File: config.mk
export PLATFORM = sky130hd
export DESIGN_NAME = sha256_round_ctrl_flat
export DESIGN_NICKNAME = d
export VERILOG_FILES = /design/src/rtl/sha256_round_ctrl_if.sv /design/src/rtl/sha256_round_ctrl.sv /design/src/flat_wrapper.sv
export SDC_FILE = /design/constraint.sdc
export NUM_CORES = 1
export LEC_CHECK = 0
export ABC_AREA = 1
export BUFFER_PORTS_ARGS = -buffer_cell sky130_fd_sc_hd__clkbuf_2
export CORE_MARGIN = 1
export CORE_UTILIZATION = 50
export DETAILED_ROUTE_END_ITERATION = 10
export PLACE_DENSITY = 0.74
export SLEW_MARGIN = 30
export SYNTH_ARGS = -nofsm -noshare
export SYNTH_HDL_FRONTEND = slang
export SYNTH_SLANG_ARGS = --single-unit
File: constraint.sdc
create_clock -name clk -period 1.7 [get_ports clk]
set_input_delay 0.085 -clock clk [delete_from_list [all_inputs] [get_ports clk]]
set_output_delay 0.085 -clock clk [all_outputs]
set_load 0.02 [all_outputs]
File: src/rtl/sha256_round_ctrl_if.sv
// Handshake and strobe bundle between the block feeder / hashing datapath
// and the SHA-256 round sequencer. The feeder side is the master: it
// raises start/abort and watches ready/busy/done. The datapath consumes
// the load/update/final strobes and the round index.
interface sha256_round_ctrl_if #(
    parameter int IDX_W = 6
);
    logic             start;
    logic             abort;
    logic             ready;
    logic             busy;
    logic             load_init;
    logic [IDX_W-1:0] round_idx;
    logic             w_sel_msg;
    logic             w_shift;
    logic             state_we;
    logic             final_add;
    logic             done;

    modport master (
        output start, abort,
        input  ready, busy, load_init, round_idx, w_sel_msg,
               w_shift, state_we, final_add, done
    );

    modport slave (
        input  start, abort,
        output ready, busy, load_init, round_idx, w_sel_msg,
               w_shift, state_we, final_add, done
    );
endinterface

File: src/rtl/sha256_round_ctrl.sv
// SHA-256 compression sequencer. Loads the initial hash state, walks the
// round counter through NUM_ROUNDS rounds of ROUND_CYCLES clocks each
// (the registered T1/T2 adders settle first, the working registers are
// written on the last clock of the round), then issues the final hash
// add and a one-cycle done pulse. Every output is a decode of the state
// register and the round/sub-round counters.
module sha256_round_ctrl #(
    parameter int NUM_ROUNDS   = 64,
    parameter int ROUND_CYCLES = 2,
    parameter int IDX_W        = 6
) (
    input  logic                  clk,
    input  logic                  rst_n,
    sha256_round_ctrl_if.slave    bus
);

    // Sub-round counter wide enough for 0..ROUND_CYCLES-1.
    localparam int CW = (ROUND_CYCLES > 2) ? $clog2(ROUND_CYCLES) : 1;
    localparam logic [CW-1:0]    C_LAST    = CW'(ROUND_CYCLES - 1);
    localparam logic [IDX_W-1:0] R_LAST    = IDX_W'(NUM_ROUNDS - 1);
    // Rounds below this index take W straight from the message block.
    localparam logic [31:0]      MSG_WORDS = 32'd16;

    // A round needs one clock for the registered adders and one for the
    // write-back; fewer than two cannot work, so refuse to elaborate.
    if (ROUND_CYCLES < 2) begin : g_bad_round_cycles
        $error("sha256_round_ctrl: ROUND_CYCLES must be >= 2");
    end
    if ((1 << IDX_W) < NUM_ROUNDS) begin : g_bad_idx_w
        $error("sha256_round_ctrl: IDX_W too narrow for NUM_ROUNDS");
    end

    typedef enum logic [2:0] {
        S_IDLE,
        S_INIT,
        S_ROUND,
        S_FINAL,
        S_DONE
    } state_t;

    state_t           state, state_nx;
    logic [IDX_W-1:0] r, r_nx;
    logic [CW-1:0]    c, c_nx;

    // State and counter registers.
    always_ff @(posedge clk or negedge rst_n) begin
        if (!rst_n) begin
            state <= S_IDLE;
            r     <= '0;
            c     <= '0;
        end else begin
            state <= state_nx;
            r     <= r_nx;
            c     <= c_nx;
        end
    end

    // Next-state / counter update and Moore output decode.
    always_comb begin
        state_nx      = state;
        r_nx          = r;
        c_nx          = c;
        bus.ready     = 1'b0;
        bus.busy      = 1'b0;
        bus.load_init = 1'b0;
        bus.round_idx = '0;
        bus.w_sel_msg = 1'b0;
        bus.w_shift   = 1'b0;
        bus.state_we  = 1'b0;
        bus.final_add = 1'b0;
        bus.done      = 1'b0;

        case (state)
            S_IDLE: begin
                bus.ready = 1'b1;
                r_nx      = '0;
                c_nx      = '0;
                // abort alongside start cancels the request outright
                if (bus.start && !bus.abort) state_nx = S_INIT;
            end
            S_INIT: begin
                bus.busy      = 1'b1;
                bus.load_init = 1'b1;
                r_nx          = '0;
                c_nx          = '0;
                state_nx      = S_ROUND;
            end
            S_ROUND: begin
                bus.busy      = 1'b1;
                bus.round_idx = r;
                bus.w_sel_msg = (32'(r) < MSG_WORDS);
                if (c == C_LAST) begin
                    bus.state_we = 1'b1;
                    bus.w_shift  = 1'b1;
                    c_nx         = '0;
                    // last round: leave instead of wrapping r to 0 here
                    if (r == R_LAST) begin
                        r_nx     = '0;
                        state_nx = S_FINAL;
                    end else begin
                        r_nx = r + 1'b1;
                    end
                end else begin
                    c_nx = c + 1'b1;
                end
            end
            S_FINAL: begin
                bus.busy      = 1'b1;
                bus.final_add = 1'b1;
                state_nx      = S_DONE;
            end
            S_DONE: begin
                bus.done = 1'b1;
                state_nx = S_IDLE;
            end
            default: begin
                state_nx = S_IDLE;
                r_nx     = '0;
                c_nx     = '0;
            end
        endcase

        // Cancel from any active state; the done pulse of the current
        // cycle is already on the wire and is left alone.
        if (bus.abort && state != S_IDLE) begin
            state_nx = S_IDLE;
            r_nx     = '0;
            c_nx     = '0;
        end
    end

endmodule

File: src/flat_wrapper.sv
// flat-port wrapper written by rule: the top's interface ports become plain ports
module sha256_round_ctrl_flat 
#(
    parameter int NUM_ROUNDS   = 64,
    parameter int ROUND_CYCLES = 2,
    parameter int IDX_W        = 6
)
  (clk, rst_n, bus_start, bus_abort, bus_ready, bus_busy, bus_load_init, bus_round_idx, bus_w_sel_msg, bus_w_shift, bus_state_we, bus_final_add, bus_done);
  sha256_round_ctrl_if #(.IDX_W(IDX_W)) bus_i ();
  input  logic clk;
  input  logic rst_n;
  input wire logic [$bits(bus_i.start)-1:0] bus_start;
  input wire logic [$bits(bus_i.abort)-1:0] bus_abort;
  output wire logic [$bits(bus_i.ready)-1:0] bus_ready;
  output wire logic [$bits(bus_i.busy)-1:0] bus_busy;
  output wire logic [$bits(bus_i.load_init)-1:0] bus_load_init;
  output wire logic [$bits(bus_i.round_idx)-1:0] bus_round_idx;
  output wire logic [$bits(bus_i.w_sel_msg)-1:0] bus_w_sel_msg;
  output wire logic [$bits(bus_i.w_shift)-1:0] bus_w_shift;
  output wire logic [$bits(bus_i.state_we)-1:0] bus_state_we;
  output wire logic [$bits(bus_i.final_add)-1:0] bus_final_add;
  output wire logic [$bits(bus_i.done)-1:0] bus_done;
  assign bus_i.start = bus_start;
  assign bus_i.abort = bus_abort;
  assign bus_ready = bus_i.ready;
  assign bus_busy = bus_i.busy;
  assign bus_load_init = bus_i.load_init;
  assign bus_round_idx = bus_i.round_idx;
  assign bus_w_sel_msg = bus_i.w_sel_msg;
  assign bus_w_shift = bus_i.w_shift;
  assign bus_state_we = bus_i.state_we;
  assign bus_final_add = bus_i.final_add;
  assign bus_done = bus_i.done;
  sha256_round_ctrl #(.NUM_ROUNDS(NUM_ROUNDS), .ROUND_CYCLES(ROUND_CYCLES), .IDX_W(IDX_W)) u_core (.clk(clk), .rst_n(rst_n), .bus(bus_i));
endmodule
Yosys cells after proc, flatten, opt, wreduce, memory -nomap -nowiden
Cells that the tools add are included.
- bitwise operators: 0
- multiply operators: 0
- eq/ne operators: 9
- reductions and logical operators: 9
- divide/modulo/power cells: 0
- shift operators: 0
- add/sub/neg operators: 2
- $lt $le $gt $ge: 1
- muxes and demuxes: 21
- operators by type and width (cell ; count):
    2-to-1 mux 6 bit ; 4
    2-to-1 mux 3 bit ; 4
    one-hot mux 3 bit (4 select lines) ; 1
    one-hot mux 6 bit (2 select lines) ; 1
    2-to-1 mux 1 bit ; 10
    != test 3 x 1 -> 1 bit (second input constant) ; 3
    adder 6 x 1 -> 6 bit (second input constant) ; 1
    equality test 3 x 2 -> 1 bit (second input constant) ; 2
    equality test 6 bit (second input constant) ; 1
    < comparator 6 x 5 -> 1 bit (second input constant) ; 1
    equality test 3 x 1 -> 1 bit (second input constant) ; 1
    equality test 3 bit (second input constant) ; 1
    zero test 3 bit ; 1
    AND reduction 3 bit ; 1
    nonzero test 3 bit ; 1
    OR reduction 3 bit ; 1
    logical AND 1 bit ; 2
    != test 2 x 1 -> 1 bit (second input constant) ; 1
    one-hot mux 1 bit (2 select lines) ; 1
    AND reduction 2 bit ; 1
    OR reduction 2 bit ; 1
    adder 1 bit (second input constant) ; 1
    zero test 1 bit ; 1
- output and inout bits: 14
- register bits after elaboration: 10
- memories kept: 0
- RAM bits: 0
- bits in latches: 0
- memory bits (read-only): 0
- input port bits: 4
- word-level logic and storage cells: 45

Depth between registers and ports, before layout
Gate-level depths: netlist (run 1).
- depth after elaboration: 5
- depth in mapped cells: 9
- gate-level depth less buffers: 8

Worst setup path after synthesis (run 1)
Ideal clock, no wire load.
- kind: flip-flop to output port
- from: register u_core.state[0]
- to: output port bus_w_shift
- setup slack: 270 ps
- buffers on the path: 2
- stages on the path, launching flop included: 6
- arrival: 1345 ps
- cells stage by stage: dfrtp_1 -> nor2_4 -> nand2_2 -> buf_2 -> nor2_1 -> buf_4
- longest elaborated chain between the ends: 2
- ends and longest elaborated chain (element ; line ; text):
    start: declaration ; sha256_round_ctrl.sv:41 ; state_t state, state_nx;
    start signal: assignment ; sha256_round_ctrl.sv:52 ; state <= state_nx;
    equality test 3 x 2 -> 1 bit ; n/a ;
    2-to-1 mux 1 bit ; n/a ;
    end: declaration ; flat_wrapper.sv:19 ; output wire logic [$bits(bus_i.w_shift)-1:0] bus_w_shift;
Every way passes these cells.

Worst setup path in the final report (run 1)
- from: register u_core.state[0]
- to: output port bus_w_sel_msg
- longest elaborated chain between the ends: 2
- ends and longest elaborated chain (element ; line ; text):
    equality test 3 x 2 -> 1 bit ; sha256_round_ctrl.sv:73 ; case (state)
    2-to-1 mux 1 bit ; sha256_round_ctrl.sv:73 ;
    end: declaration ; flat_wrapper.sv:18 ; output wire logic [$bits(bus_i.w_sel_msg)-1:0] bus_w_sel_msg;
Every way passes these cells.

==> results list, run 1 <==
- The flow ran to the end, and the final reports show no timing, DRC or antenna violations.
* Total of warnings raised by yosys: 0
- The worst hold path belongs to the class in2reg.
- Master cell of the clock root buffer: sky130_fd_sc_hd__clkbuf_4
* Worst path required time: 1.62 ns
- In this run the number of H-tree levels came out at 1.
* Proportion of power drawn by combinational gates: 49.5%
- Summed over all cells, the static leakage comes to 0.424 nW.
- The die is 38.9 um tall.
* Detailed-route via count: 646
* Effective utilization at floorplan: 57.4%
* Portion of total power attributed to sequential cells: 33.8%
- The number of setup buffers added after CTS is 0.
- The largest single stage delay on the critical path is 0.43 ns.
* Later-pin clock latency in the skew report: 0.26 ns
- Gr ovfl total: 0
- By area, the combinational part of the netlist is dominated by simple AND/OR/NAND/NOR gates.
* Worst IR Drop VDD: 0.903 mV
- Floorplan die area: 0.00151 mm^2
- The clock network burns 16.7% of the power.
- Setup repair after global routing left no endpoint under its margin.
* Power density over cell area: 1200 mW/mm^2
- Core box area: 0.00119 mm^2
- After the first detailed-routing iteration, the DRC count stood at 28.
- Final worst path period need: 1.48 ns
- The number of cells on the worst reg-to-reg path is 8.
- In this run the worst path has a maximum fanout of 14.
- Setup-violating endpoint count in the final report: 0
* Post-detailed-route via-to-cell ratio: 4.97
- After floorplanning, the core was divided into 12 placement rows.
* Clock-pin slew of the registers on the worst-case setup and hold paths: 0.06 ns
- Fraction of synthesized cell area in xor and xnor cells: 1.29%
- Proportion of layout cells with a drive suffix above 1: 25.9%
* PostCTS Resize Cnt: 0
* Vias in the first global route: 545
- On the final layout, the worst clock skew is 0.00408 ns.
- Number of different library cells in the post-synthesis netlist: 20
- The synthesized netlist devotes 38.6% of its cell area to simple gates.
* Layout Cell Area excl Fill: 792 um^2
- P&R area growth vs syn: 16.4%
- The signal on the critical path passes through nor2_4 > nand2_2 > nor3_1 > clkbuf_2.
- Final hold violation count: 0
* Max-slew violation total from the final report: 0
- Entering global routing, the biggest net connects 15 pins.
- Fillers: 112
- STA classifies the critical path endpoint as an output pin.
- In the synthesized netlist, mux cells make up 0% of the area.
- Cell area after placement: 759 um^2
* Synth Area in Compound Gates: 7.54%
* Total of flip-flops plus latches after synthesis: 10
- Number of antenna violations at the first check in global routing: 0
* Sequential area share after synthesis: 36.8%
- Width of the chip: 38.9 um
- After the last flow step, the layout net total stands at 123.
- Pre-antenna DRT Iters: 4
* Proportion of total power due to net switching: 47.8%
- Worst relative slew slack: 80.6%
* Startpoint types: register
- After detailed routing, the average wire length per cell comes to 10.6 um.
- Data arrival at the endpoint of the critical path: 1.40 ns
- Synthesis produced a netlist whose cell count is 98.
- GRT Total Usage: 22.2%
* Switching component of the power: 0.454 mW
- Number of placed I/O pins: 18
- Maximum clock frequency: 674 MHz
* Setup_tns: 0 ns
- The count of nets left with antenna violations once routing finished came out at 0.
* Antenna cell count: 0
* Inserted Clock Buffers: 3
- After Yosys synthesis, full adders, half adders and majority gates account for 1.84% of the synthesized area.
* Synthesized area: 681 um^2
- Maxcap violations: 0
- Port buffer count: 17
- Number of sinks on the clock net: 10
- Number of hold buffers added after cts: 1
* Number of nets produced by synthesis: 103
- Area of combinational cells with multiple inputs: 335 um^2
- Summing all flip-flop and latch instances after layout gives 250 um^2.
- Drc violations: 0
* Slowest stage cell, crit path: sky130_fd_sc_hd__dfrtp_1
- The longest clock path from root to sink contains 2 buffers.
- Synthesized area per cell: 6.95 um^2
* RD Place Congestion: 0.776
- Clock tree from TritonCTS: done
- The worst hold path was traced through 2 stages.
- Summed over all layers, the routed wires come to 1.38 mm.
- The internal power of the cells totals 0.496 mW.
- Crit Path Class: reg2out
- The first global-routing pass estimated 2.23 mm of wire.
- The worst path uses 87.3% of the clock period.
* Post-detail-place hpwl: 1.06 mm
- Transition time at the pin with the least slew margin: 0.290 ns
-- final timing paths --
kind	start	to	slack, ns
setup / recovery	u_core.state[0]	bus_w_sel_msg	0.22
hold / removal	bus_abort	u_core.state[2]	0.06
setup reg to reg	u_core.state[0]	u_core.r[2]	0.27
hold reg to reg	u_core.r[5]	u_core.r[5]	0.58
max in group asynchronous	rst_n	u_core.c	1.26
min in group asynchronous	rst_n	u_core.state[1]	0.23
-- power by group through the flow --
stage | clock [mW] | sequential [mW] | combinational [mW]
after floorplan | 0 | 0.317 | 0.379
after global placement | 0 | 0.325 | 0.465
after detailed placement | 0 | 0.325 | 0.470
after CTS | 0.160 | 0.321 | 0.475
after global routing | 0.166 | 0.324 | 0.527
final | 0.159 | 0.321 | 0.470
-- worst max-delay path: cells and delay by family (launching register included) --
kind                   cells  cell delay [ns]
buffers and inverters      1             0.19
DFF                        1             0.43
and+or+nand+nor            3             0.52
-- through the flow --
| stage | instances | power, mW | util [%] | setup slack [ns] | hold WS, ns |
|---|---|---|---|---|---|
| floorplan | 98 | 0.696 | - | 0.270 | -0.211 |
| global placement | 126 | 0.790 | 64.0 | 0.308 | -0.0341 |
| detailed placement | 126 | 0.796 | 64.0 | 0.277 | -0.0315 |
| CTS | 130 | 0.956 | 66.8 | 0.210 | 0.0653 |
| global route | 130 | 1.02 | 66.8 | 0.118 | 0.0692 |
| finish | 130 | 0.950 | 66.8 | 0.217 | 0.0603 |
-- synth_stat cells --
master | instances | area, um^2
sky130_fd_sc_hd__nand2_1 | 18 | 67.6
sky130_fd_sc_hd__a31oi_2 | 1 | 12.5
sky130_fd_sc_hd__nor2_4 | 2 | 22.5
sky130_fd_sc_hd__nor3_1 | 5 | 25.0
sky130_fd_sc_hd__buf_2 | 1 | 5.00
sky130_fd_sc_hd__buf_4 | 1 | 7.51
sky130_fd_sc_hd__o21ai_2 | 1 | 8.76
sky130_fd_sc_hd__nor3b_1 | 1 | 7.51
sky130_fd_sc_hd__o21ai_0 | 2 | 10.0
sky130_fd_sc_hd__nand3_2 | 1 | 10.0
sky130_fd_sc_hd__nand3_1 | 11 | 55.1
sky130_fd_sc_hd__inv_2 | 2 | 7.51
sky130_fd_sc_hd__xor2_1 | 1 | 8.76
sky130_fd_sc_hd__dfrtp_1 | 10 | 250
sky130_fd_sc_hd__nand2_2 | 3 | 18.8
sky130_fd_sc_hd__o21ai_1 | 4 | 20.0
sky130_fd_sc_hd__buf_6 | 1 | 11.3
sky130_fd_sc_hd__nor2_1 | 15 | 56.3
sky130_fd_sc_hd__inv_1 | 17 | 63.8
sky130_fd_sc_hd__ha_1 | 1 | 12.5
-- area by class of cell --
class	instances	share of cell area (%)
clock buffers	3	2.84
repair buffers	18	12.0
multi-input cells	66	42.3
inverters	19	9.00
well taps	14	2.21
flip-flops and latches	10	31.6
-- metal layers --
layer | share of wire [%] | GRT usage, % | vias up
met1 | 47 | 26.2 | 280
met5 | 0 | 0 | -
met4 | 1.8 | 10.3 | 0
met3 | 4.9 | 5.20 | 5
met2 | 46 | 37.5 | 22
li1 | - | - | 339
-- cell usage in the layout, fill, tap and decap left out --
master	n
sky130_fd_sc_hd__nand2_2	3
sky130_fd_sc_hd__nor2_1	15
sky130_fd_sc_hd__nor2_4	2
sky130_fd_sc_hd__nand2_1	18
sky130_fd_sc_hd__dfrtp_1	10
sky130_fd_sc_hd__o21ai_1	4
sky130_fd_sc_hd__ha_1	1
sky130_fd_sc_hd__nor3_1	5
sky130_fd_sc_hd__inv_2	2
sky130_fd_sc_hd__clkbuf_2	17
sky130_fd_sc_hd__clkbuf_4	3
sky130_fd_sc_hd__nand3_1	11
sky130_fd_sc_hd__o21ai_2	1
sky130_fd_sc_hd__nor3b_1	1
sky130_fd_sc_hd__nand3_2	1
sky130_fd_sc_hd__a31oi_2	1
sky130_fd_sc_hd__o21ai_0	2
sky130_fd_sc_hd__dlygate4sd3_1	1
sky130_fd_sc_hd__inv_1	17
sky130_fd_sc_hd__xor2_1	1
-- sequential cells by signal (all words and copies together), names as in the netlist --
name,flops
u_core.r,6
u_core.state,3
u_core.c,1
-- kinds of logic after synthesis --
logic type               after synthesis
buffers and inverters                 22
flip-flops                            10
AO/OA/AOI/OAI                          8
adder cells (fa/ha/maj)                1
XOR/XNOR                               1
AND/OR/NAND/NOR                       56
Note: power is estimated with default switching activity, not from simulation.
==> inputs of run 2 (changes only) <==
--- a/config.mk
+++ b/config.mk
@@ -7,8 +7,10 @@
 export LEC_CHECK = 0
 export ABC_AREA = 1
 export BUFFER_PORTS_ARGS = -buffer_cell sky130_fd_sc_hd__clkbuf_2
+export CELL_PAD_IN_SITES_DETAIL_PLACEMENT = 1
+export CELL_PAD_IN_SITES_GLOBAL_PLACEMENT = 1
 export CORE_MARGIN = 1
-export CORE_UTILIZATION = 50
+export CORE_UTILIZATION = 35
 export DETAILED_ROUTE_END_ITERATION = 10
 export PLACE_DENSITY = 0.74
 export SLEW_MARGIN = 30
==> run 2 against run 1 <==
Critical path depth is 1 higher. Sequential power barely moved. Clock-buffer cell count did not move. First-iteration DRC count is 79% lower. Worst hold slack got worse by 0.019 ns. Highest routed layer unchanged. Register-to-register slack better by 0.07 ns. Power is 3.5% higher. Via count up 4.2%. Combinational power up 6.0%. Flip-flop and latch count unchanged. Global-route usage down 4.0 points.
==> results list, run 2 (synthesis gave the netlist of run 1 again) <==
- Result of the run: completed
- The final-layout setup total negative slack came to 0 ns (unchanged).
- Pre-antenna DRT Iters: 4 (unchanged)
- Floorplan die area: 0.00213 mm^2 (+40%)
* Drc violations: 0 (unchanged)
* Unrepaired setup endpoints after global routing: no
- The count of clock tree sinks was 10 (unchanged).
* Port buffer count: 17 (unchanged)
- The slack of the worst reg-to-reg path is 0.34 ns (+0.07 ns).
- Effective utilization at floorplan: 38.2% (-19 points)
- Most common cell after layout, fill and taps aside: sky130_fd_sc_hd__nand2_1
* Number of flip-flops under the largest register name: 6 (unchanged)
- The worst ir drop on vdd is 0.570 mV (-37%).
- Master cell of the clock root buffer: sky130_fd_sc_hd__clkbuf_4
- Number of placed I/O pins: 18 (unchanged)
- Post-route total power: 0.982 mW (+3.5%)
- The number of fill cells is 257 (+130%).
- Critical path capture point type: output pin
- Max-slew violation total from the final report: 0 (unchanged)
* Placed cell count: 138 (+9.5%)
- Nets: 124 (+0.81%)
* CTS H-tree depth: 1 (unchanged)
* Final hold violation count: 0 (unchanged)
* RD Place Congestion: 0.726 (-6.4%)
* Number of post-CTS setup repair buffers: 0 (unchanged)
* Worst relative slew slack: 81.3% (+0.63 points)
* Transition time at the pin with the least slew margin: 0.279 ns (-0.0105 ns)
* Post-detailed-route via-to-cell ratio: 4.74 (-4.6%)
- The core utilization of the finished layout came to 45.6% (-21 points).
- The number of rows created at floorplan came to 15 (+3).
- Worst stage delay on the critical path: 0.43 ns (about the same)
- The total routing usage reported by global routing is 18.2% (-4.0 points).
- Worst path setup slack after routing: 0.169 ns (-0.0480 ns)
- The internal power of the cells is 0.509 mW (+2.6%).
* Post-detail-place hpwl: 1.28 mm (+20%)
- The sequential cell fraction of total power came to 32.5% (-1.3 points).
- Proportion of power drawn by combinational gates: 50.7% (+1.2 points)
- The post-route fraction of the period consumed by the critical path was 90.1% (+2.8 points).
* Power density over cell area: 1210 mW/mm^2 (+0.75%)
* Inserted Clock Buffers: 3 (unchanged)
- The share of power burned in the clock network came to 16.8% (about the same).
- The number of standard cells in the layout, taps in and fillers out was 142 (+9.2%).
- The time the final worst path needs with I/O delays and setup was 1.53 ns (+0.0480 ns).
* Maximum number of pins on one net before global-route repair: 14 (-1)
- Core box area: 0.00178 mm^2 (+50%)
- Vias in the first global route: 631 (+16%)
- The total congestion overflow after global routing is 0 (unchanged).
- The final number of setup-violating endpoints was 0 (unchanged).
* Post-placement setup slack: 0.334 ns (+0.0571 ns)
- The worst setup path is of the reg2out kind.
- Top fanout value on the critical path: 13 (-1)
- Startpoint types: register
- Antenna cell count: 0 (unchanged)
- The largest clock skew in the final design was 0.00850 ns (+0.00442 ns).
* Maxcap violations: 0 (unchanged)
- Worst flop-to-flop path endpoint: u_core.r[0]
- The signal on the critical path passes through nor2_4 > nand2_2 > buf_4 > nor3_1 > clkbuf_2.
- The worst hold path belongs to the class in2reg.
- The fraction of power spent switching nets is 48.2% (+0.44 points).
- The standby leakage power is 0.429 nW (+1.0%).
- The slowest stage of the critical path belongs to the cell sky130_fd_sc_hd__dfrtp_1.
- The startpoint identified for the worst register-to-register timing path is u_core.r[0].
* Longest Clk Path Bufs: 2 (unchanged)
- The total wirelength of the detailed-routed design came to 1.59 mm (+15%).
* Most flop-heavy register: u_core.r
- The final design instance area without fill was 813 um^2 (+2.7%).
- Detailed-route via count: 673 (+4.2%)
* Die H: 46.1 um (+19%)
- Register-to-Register Path Depth: 6 (-2)
- Proportion of layout cells with a drive suffix above 1: 26.5% (+0.63 points)
- Minimum hold slack: 0.0408 ns (-0.0194 ns)
- Number of antenna violations at the first check in global routing: 0 (unchanged)
- The clock latency of the later-clocked register in the worst-skew pair was 0.27 ns (about the same).
* Setup crit end: bus_w_sel_msg
- Global-route wire length before repair: 2.67 mm (+20%)
- The number of antenna-violating nets in the routed design was 0 (unchanged).
- The area growth from synthesis to layout is 19.5%.
- Detailed-route wire length per cell: 11.2 um (+5.2%)
- Maximum clock frequency: 653 MHz (-3.1%)
* Top flop regs: u_core.r x6, u_core.state x3, u_core.c x1
- The cell area after placement came to 781 um^2 (+2.8%).
* Most frequent cells in the layout: sky130_fd_sc_hd__nand2_1 (18), sky130_fd_sc_hd__inv_1 (17), sky130_fd_sc_hd__clkbuf_2 (17)
- The arrival time of the worst setup path came to 1.45 ns (+0.05 ns).
- The net switching power came to 0.474 mW (+4.4%).
- Width of the chip: 46.1 um (+19%)
- The required time of the critical path came to 1.62 ns (about the same).
- The most critical setup path has its startpoint at u_core.state[0].
- TritonCTS built the clock tree.
* Clock-pin slew of the registers on the worst-case setup and hold paths: 0.07 ns (about the same)
- The number of DRC markers after the initial detailed-route iteration was 6 (-79%).
-- run 2: cell count changes in the layout (fill, tap and decap cells not counted) --
| cell | delta |
|---|---|
| sky130_fd_sc_hd__buf_4 | +1 |
-- run 2: metal layers --
layer	GRT usage [%]	vias up	wire length, um
li1	-	342	-
met1	22.1	311	726
met2	30.4	15	782
met3	2.35	5	45
met4	10.6	0	36
met5	0	-	0
-- run 2: power groups by stage --
stage / registers, mW / logic (mW) / clock network, mW
detailed placement: 0.324 / 0.508 / 0
global placement: 0.325 / 0.496 / 0
finish: 0.319 / 0.498 / 0.165
CTS: 0.320 / 0.510 / 0.167
floorplan: 0.317 / 0.379 / 0
global route: 0.327 / 0.557 / 0.181
-- run 2: timing repair --
action                                 in CTS  in global routing
endpoints found under the hold margin      10                  0
gates resized for setup                     0                  0
hold buffers                                1                  0
-- run 2: how the worst min path moves through the flow --
| stage | cells past startpoint | endpoint | slack, ns | start |
|---|---|---|---|---|
| 6_report | 2 | u_core.state[2] | 0.04 | bus_abort |
| 5_1_grt | 2 | u_core.state[2] | 0.05 | bus_abort |
| 4_1_cts | 2 | u_core.state[2] | 0.04 | bus_abort |
| 3_5_place_dp | 1 | u_core.c | -0.02 | rst_n |
| 3_3_place_gp | 1 | u_core.c | -0.03 | rst_n |
| 2_1_floorplan | 0 | u_core.c | -0.21 | rst_n |
-- run 2: critical path, delay by kind of cell (launching register included) --
| family | cells | cell delay (ns) |
|---|---|---|
| buf+inv | 2 | 0.38 |
| flops | 1 | 0.43 |
| simple gates | 3 | 0.37 |
-- run 2: final cells by class --
type | instances | area, um^2 | share of cell area, %
tap | 25 | 31.3 | 3.85
clock buffer | 3 | 22.5 | 2.77
multi-input combinational | 66 | 335 | 41.2
timing repair buffer | 19 | 103 | 12.6
sequential | 10 | 250 | 30.8
inverter | 19 | 71.3 | 8.77
